$ cat config.mk
export PLATFORM = sky130hd
export DESIGN_NAME = mem_stage_vl
export DESIGN_NICKNAME = d
export VERILOG_FILES = /design/src/rtl/mem_stage_vl.sv
export SDC_FILE = /design/constraint.sdc
export NUM_CORES = 1
export LEC_CHECK = 0
export BUFFER_PORTS_ARGS = -buffer_cell sky130_fd_sc_hd__buf_2
export CAP_MARGIN = 40
export CELL_PAD_IN_SITES_DETAIL_PLACEMENT = 0
export CELL_PAD_IN_SITES_GLOBAL_PLACEMENT = 1
export CORE_ASPECT_RATIO = 1.4
export CORE_MARGIN = 2
export CORE_UTILIZATION = 40
export CTS_CLUSTER_SIZE = 25
export DETAILED_ROUTE_END_ITERATION = 8
export PLACE_DENSITY = 0.88
export SYNTH_ARGS = -nofsm -noshare
export SYNTH_HDL_FRONTEND = slang
export SYNTH_SLANG_ARGS = --single-unit
$ cat constraint.sdc
create_clock -name clk -period 17 [get_ports clk]
set_clock_uncertainty 0.1 [all_clocks]
set_input_delay 3.4 -clock clk [delete_from_list [all_inputs] [get_ports clk]]
set_output_delay 3.4 -clock clk [all_outputs]
set_load 0.05 [all_outputs]
$ cat src/rtl/mem_stage_vl.sv
// MEM stage: holds a load/store until its variable-latency data_ok, aligns load data, drops flushed responses; optional MEM_FWD_EN adds MEM_fwd.
// Latency >=1 cycle (result may leave in the data_ok cycle); stalls EXE via MEM_allow_in when waiting or when WB_allow_in is low.
module mem_stage_vl #(
  parameter int PC_W      = 32,
  parameter int RF_AW     = 5,
  parameter int MAX_OUTST = 2
) (
  input  logic                clk,
  input  logic                rst_n,
  input  logic                EXE_MEM_valid,
  output logic                MEM_allow_in,
  input  logic [PC_W-1:0]     EXE_pc,
  input  logic [RF_AW+33:0]   EXE_rf,
  input  logic [6:0]          EXE_load,
  input  logic                EXE_mem_req,
  input  logic                data_sram_data_ok,
  input  logic [31:0]         data_sram_rdata,
  input  logic                flush,
  input  logic                WB_allow_in,
  output logic                MEM_WB_valid,
  output logic [PC_W-1:0]     MEM_pc,
  output logic [RF_AW+32:0]   MEM_rf
`ifdef MEM_FWD_EN
  ,
  output logic [RF_AW+33:0]   MEM_fwd
`endif
);

  localparam int CW  = $clog2(MAX_OUTST + 1);
  localparam int CW1 = CW + 1;

  logic              valid_q, valid_d;
  logic              mem_req_q, mem_req_d;
  logic              ok_seen_q, ok_seen_d;
  logic [CW-1:0]     discard_cnt_q, discard_cnt_d;
  logic [PC_W-1:0]   pc_q;
  logic [RF_AW+33:0] rf_q;
  logic [5:0]        load_q;
  logic [31:0]       rdata_buf_q;

  logic              ready_go;
  logic              capture;
  logic              own_ok;
  logic              buf_en;
  logic              kill_mem;
  logic              kill_exe;
  logic              dec;
  logic [CW:0]       cnt_nxt_w;
  logic              unused_ld_w;

  assign unused_ld_w  = EXE_load[0];

  assign ready_go     = ~mem_req_q | ok_seen_q | (data_sram_data_ok & (discard_cnt_q == '0));
  assign MEM_allow_in = ~valid_q | (ready_go & WB_allow_in);
  assign MEM_WB_valid = valid_q & ready_go & ~flush;
  assign capture      = EXE_MEM_valid & MEM_allow_in & ~flush;

  // A beat with no discards pending is the MEM instruction's own response.
  assign own_ok   = data_sram_data_ok & (discard_cnt_q == '0) & valid_q & mem_req_q & ~ok_seen_q;
  assign buf_en   = own_ok & ~WB_allow_in;
  assign kill_mem = flush & valid_q & mem_req_q & ~ok_seen_q & ~own_ok;
  assign kill_exe = flush & EXE_MEM_valid & EXE_mem_req;
  assign dec      = data_sram_data_ok & (discard_cnt_q != '0);

  always_comb begin
    cnt_nxt_w     = {1'b0, discard_cnt_q} + CW1'(kill_mem) + CW1'(kill_exe) - CW1'(dec);
    discard_cnt_d = cnt_nxt_w[CW-1:0];

    valid_d   = valid_q;
    mem_req_d = mem_req_q;
    ok_seen_d = ok_seen_q;
    if (flush) begin
      valid_d = 1'b0;
    end else if (MEM_allow_in) begin
      valid_d = EXE_MEM_valid;
    end
    if (capture) begin
      mem_req_d = EXE_mem_req;
      ok_seen_d = 1'b0;
    end else if (buf_en) begin
      ok_seen_d = 1'b1;
    end
  end

  always_ff @(posedge clk or negedge rst_n) begin
    if (!rst_n) begin
      valid_q       <= 1'b0;
      mem_req_q     <= 1'b0;
      ok_seen_q     <= 1'b0;
      discard_cnt_q <= '0;
    end else begin
      valid_q       <= valid_d;
      mem_req_q     <= mem_req_d;
      ok_seen_q     <= ok_seen_d;
      discard_cnt_q <= discard_cnt_d;
    end
  end

  always_ff @(posedge clk) begin
    if (capture) begin
      pc_q   <= EXE_pc;
      rf_q   <= EXE_rf;
      load_q <= EXE_load[6:1];
    end
    if (buf_en) begin
      rdata_buf_q <= data_sram_rdata;
    end
  end

  assert property (@(posedge clk) disable iff (!rst_n) cnt_nxt_w <= CW1'(MAX_OUTST));

  logic [1:0]  ld_addr;
  logic        ld_hu, ld_bu, ld_h, ld_b;
  logic [31:0] raw;
  logic [7:0]  byte_sel;
  logic [15:0] half_sel;
  logic [31:0] aligned;
  logic [31:0] wdata;

  assign ld_addr = load_q[5:4];
  assign ld_hu   = load_q[3];
  assign ld_bu   = load_q[2];
  assign ld_h    = load_q[1];
  assign ld_b    = load_q[0];
  assign raw     = ok_seen_q ? rdata_buf_q : data_sram_rdata;

  always_comb begin
    case (ld_addr)
      2'b00:   byte_sel = raw[7:0];
      2'b01:   byte_sel = raw[15:8];
      2'b10:   byte_sel = raw[23:16];
      default: byte_sel = raw[31:24];
    endcase
    half_sel = ld_addr[1] ? raw[31:16] : raw[15:0];
    aligned  = raw;
    if (ld_b | ld_bu) begin
      aligned = {{24{ld_b & byte_sel[7]}}, byte_sel};
    end else if ((ld_h | ld_hu) & ~ld_addr[0]) begin
      aligned = {{16{ld_h & half_sel[15]}}, half_sel};
    end
  end

  assign wdata  = rf_q[RF_AW+33] ? aligned : rf_q[31:0];
  assign MEM_pc = pc_q;
  assign MEM_rf = {rf_q[RF_AW+32] & MEM_WB_valid, rf_q[RF_AW+31:32], wdata};

`ifdef MEM_FWD_EN
  // A load still waiting on data cannot be bypassed; ID must stall on ld_pending.
  assign MEM_fwd = {valid_q & rf_q[RF_AW+33] & ~ready_go, valid_q & rf_q[RF_AW+32], rf_q[RF_AW+31:32], wdata};
`endif

endmodule

==> impl_results.md <==
- Status: finished, final reports clean
- Worst Setup End Kind: output pin
- Core Box Area: 12250 um2
- Post-CTS Hold Buffers: 0
- Cell Chain, Critical Path: buf_2 > mux2_4 > mux4_2 > a211oi_4 > a21oi_1 > buf_2
- IO buf count: between 150 and 200
- Synth unique cells: 36
- Met3 Wirelength: 872 um
- Static Leak: 2.614 nW
- Die area: between 10000 and 15000 um2
- Tcrit/Tclk final: a little over half
- Register share of total power: between 40% and 50%
- Final hold vios: 0
- Number of synthesized flops with an enable pin: 109
- GRT Total Usage: 19.11%
- # DRC: 0
- Setup_tns: 0 ns
- Num CTS Buffers: 17
- Tightest Hold Check Type: flop to flop
- Commonest non-fill, non-tap cell in the layout: buf_2
- Die Width: 98.36 um
- DP Wirelength: 9.590 mm
- Clock power share: 42.3%
- Slew Viols, Final: 0
- CTS sink cnt: around 110
- Crit path kind: input pin to output pin
- First-pass GRT wire length: around 19 mm
- Vias in the first global route: 3878
- Later-pin clock latency in the skew report: between 0.4 and 0.5 ns
- Share of cells above drive strength 1: 44.66%
- Initial antenna violation count: 1
- Fmax: 111.6 MHz
- Syn_nets: 482
- Final ANT Viol Nets: 0
- Crit-path max FO: 16
- GP Congestion: 0.8355
- RSZ-0062 raised after global routing: false
- Worst Path Required: between 10 and 15 ns
- Die Ht: 136.1 um
- Combinational cell fraction of total power: 16.5%
- Internal power: roughly 0.00057 W
- Total congestion overflow: 0
- Clk slew on worst S/H paths: 0.06 ns
- Buffer and inverter count on the worst path: 2
- Ys async rst share: 4.386%
- Actual slew at the worst max-slew pin: 0.7501 ns
- YS warnings: 0
- Commonest non-fill, non-tap cells in the layout: 187 x buf_2, 109 x edfxtp_1, 40 x nor2_1
- Cells after synthesis: 363
- Post-synthesis sequential area ratio: between 60% and 70%
- Mean post-synth cell area: 13.74 um2
- DR pass1 iterations: 7
- Power per cell area: 121.4 nW/um2
- Initial Util: roughly 40%
- H-tree depth: 4
- CP max stage delay: 0.69 ns
- Top layer in use: met4
- Top Family by Delay on Critical Path: compound AO/OA/AOI/OAI gates
- # IOs: around 190
- Pin count of the biggest net entering global routing: 77
- Crit-path most repeated cell: buf_2
- Final period demand of the worst path: 8.964 ns
- Vias per cell: 5.154
- Ys flop type: edfxtp_1
- Wire per inst: roughly 18 um
- CP arrival: between 5 and 6 ns
- Area grow syn2layout: 33.00%
- Max Buffers Root-to-Sink: 2
- Cell area after synthesis: approximately 5000 um2
- Final nets: 668
- Psw: 0.0002320 W
- Final setup violation count: 0
- IR drop worst, VDD: 0.1112 mV
- Setup Fix Bufs, Post-CTS: 0
- M1 WL: 4.684 mm
- Via count of the routed design: 3675
- Yosys reg bits: 114
- Switching share of total power: a little under 30%
- Number of max-cap violations: 0
- TritonCTS clock tree: built
- Row cnt: between 40 and 50
- Crit start category: input pin
- Root buf cell: clkbuf_16
- CTS resizes: 0
- DR iter-0 viols: 224
- Met2 wire length: 6.776 mm
- Design Power: 0.0008048 W
- Worst slew margin: 49.81%
- Total Wirelength: 12.76 mm
- CP max stage cell: a211oi_4
registers in the layout (all words and copies together), names as in the netlist:
name and count:
ok_seen_q 1, valid_q 1, MEM_pc 32, discard_cnt_q 2
mem_req_q 1, load_q 6, rf_q 39, rdata_buf_q 32
final cells by class:
class	instances	area, um2
Fill cell	1096	5620
Tap cell	150	187.7
Sequential cell	114	3398
Inverter	2	7.507
Timing Repair Buffer	193	1001
Antenna cell	1	2.502
Clock buffer	17	425.4
Clock inverter	15	147.6
Multi-Input combinational cell	221	1461
Yosys cell counts (9+ instances only):
cell type	instances	area share (%)
nand2_1	27	2.0
mux2i_1	14	2.8
a31oi_1	9	1.1
clkbuf_1	14	1.1
nor3b_1	10	1.5
and2_1	9	1.1
or3_1	9	1.1
mux2_2	18	4.1
nor2_1	40	3.0
edfxtp_1	109	66
a21oi_1	28	2.8
per-layer routing:
metal | track usage (%) | vias up
met5 | 0 | -
met4 | 10.43 | 0
met3 | 6.118 | 26
met2 | 33.60 | 170
met1 | 20.25 | 1737
li1 | - | 1742
path summary, 6_finish.rpt:
check	from	end	slack, ns	cells past startpoint
max	data_sram_rdata[31]	MEM_rf[24]	8.04	6
min	discard_cnt_q[1]	discard_cnt_q[1]	0.40	1
max reg2reg	ok_seen_q	rf_q[7]	14.68	6
min reg2reg	discard_cnt_q[1]	discard_cnt_q[1]	0.40	1
max in group asynchronous	rst_n	discard_cnt_q[0]	13.97	1
min in group asynchronous	rst_n	valid_q	2.69	1
power by group through the flow:
| stage | registers [W] | clock network [W] | logic, W |
|---|---|---|---|
| after floorplan | 0.000349 | 0 | 0.0000824 |
| after global placement | 0.000337 | 0 | 0.000130 |
| final | 0.000331 | 0.000340 | 0.000133 |
| after CTS | 0.000332 | 0.000345 | 0.000134 |
| after detailed placement | 0.000337 | 0 | 0.000133 |
| after global routing | 0.000333 | 0.000357 | 0.000142 |
metrics by stage:
step	util [%]	setup WS (ns)	cell area, um2	hold WS (ns)	instances
3_3_place_gp	49.14	8.083	6021	0.3901	678
4_1_cts	54.11	8.047	6629	0.4007	712
2_1_floorplan	-	7.967	4986	0.3680	363
6_report	54.13	8.036	6631	0.3987	713
3_5_place_dp	49.43	8.070	6056	0.3887	680
5_1_grt	54.13	7.935	6631	0.4263	713
logic make-up after synthesis:
| group | share of synthesized area [%] |
|---|---|
| AO/OA/AOI/OAI | 8.080 |
| buffers and inverters | 2.861 |
| flip-flops | 68.16 |
| multiplexers | 8.080 |
| adder cells (fa/ha/maj) | 0.6524 |
| XOR/XNOR | 0.3514 |
| AND/OR/NAND/NOR | 11.82 |
Power figures use the tool's default switching activity.
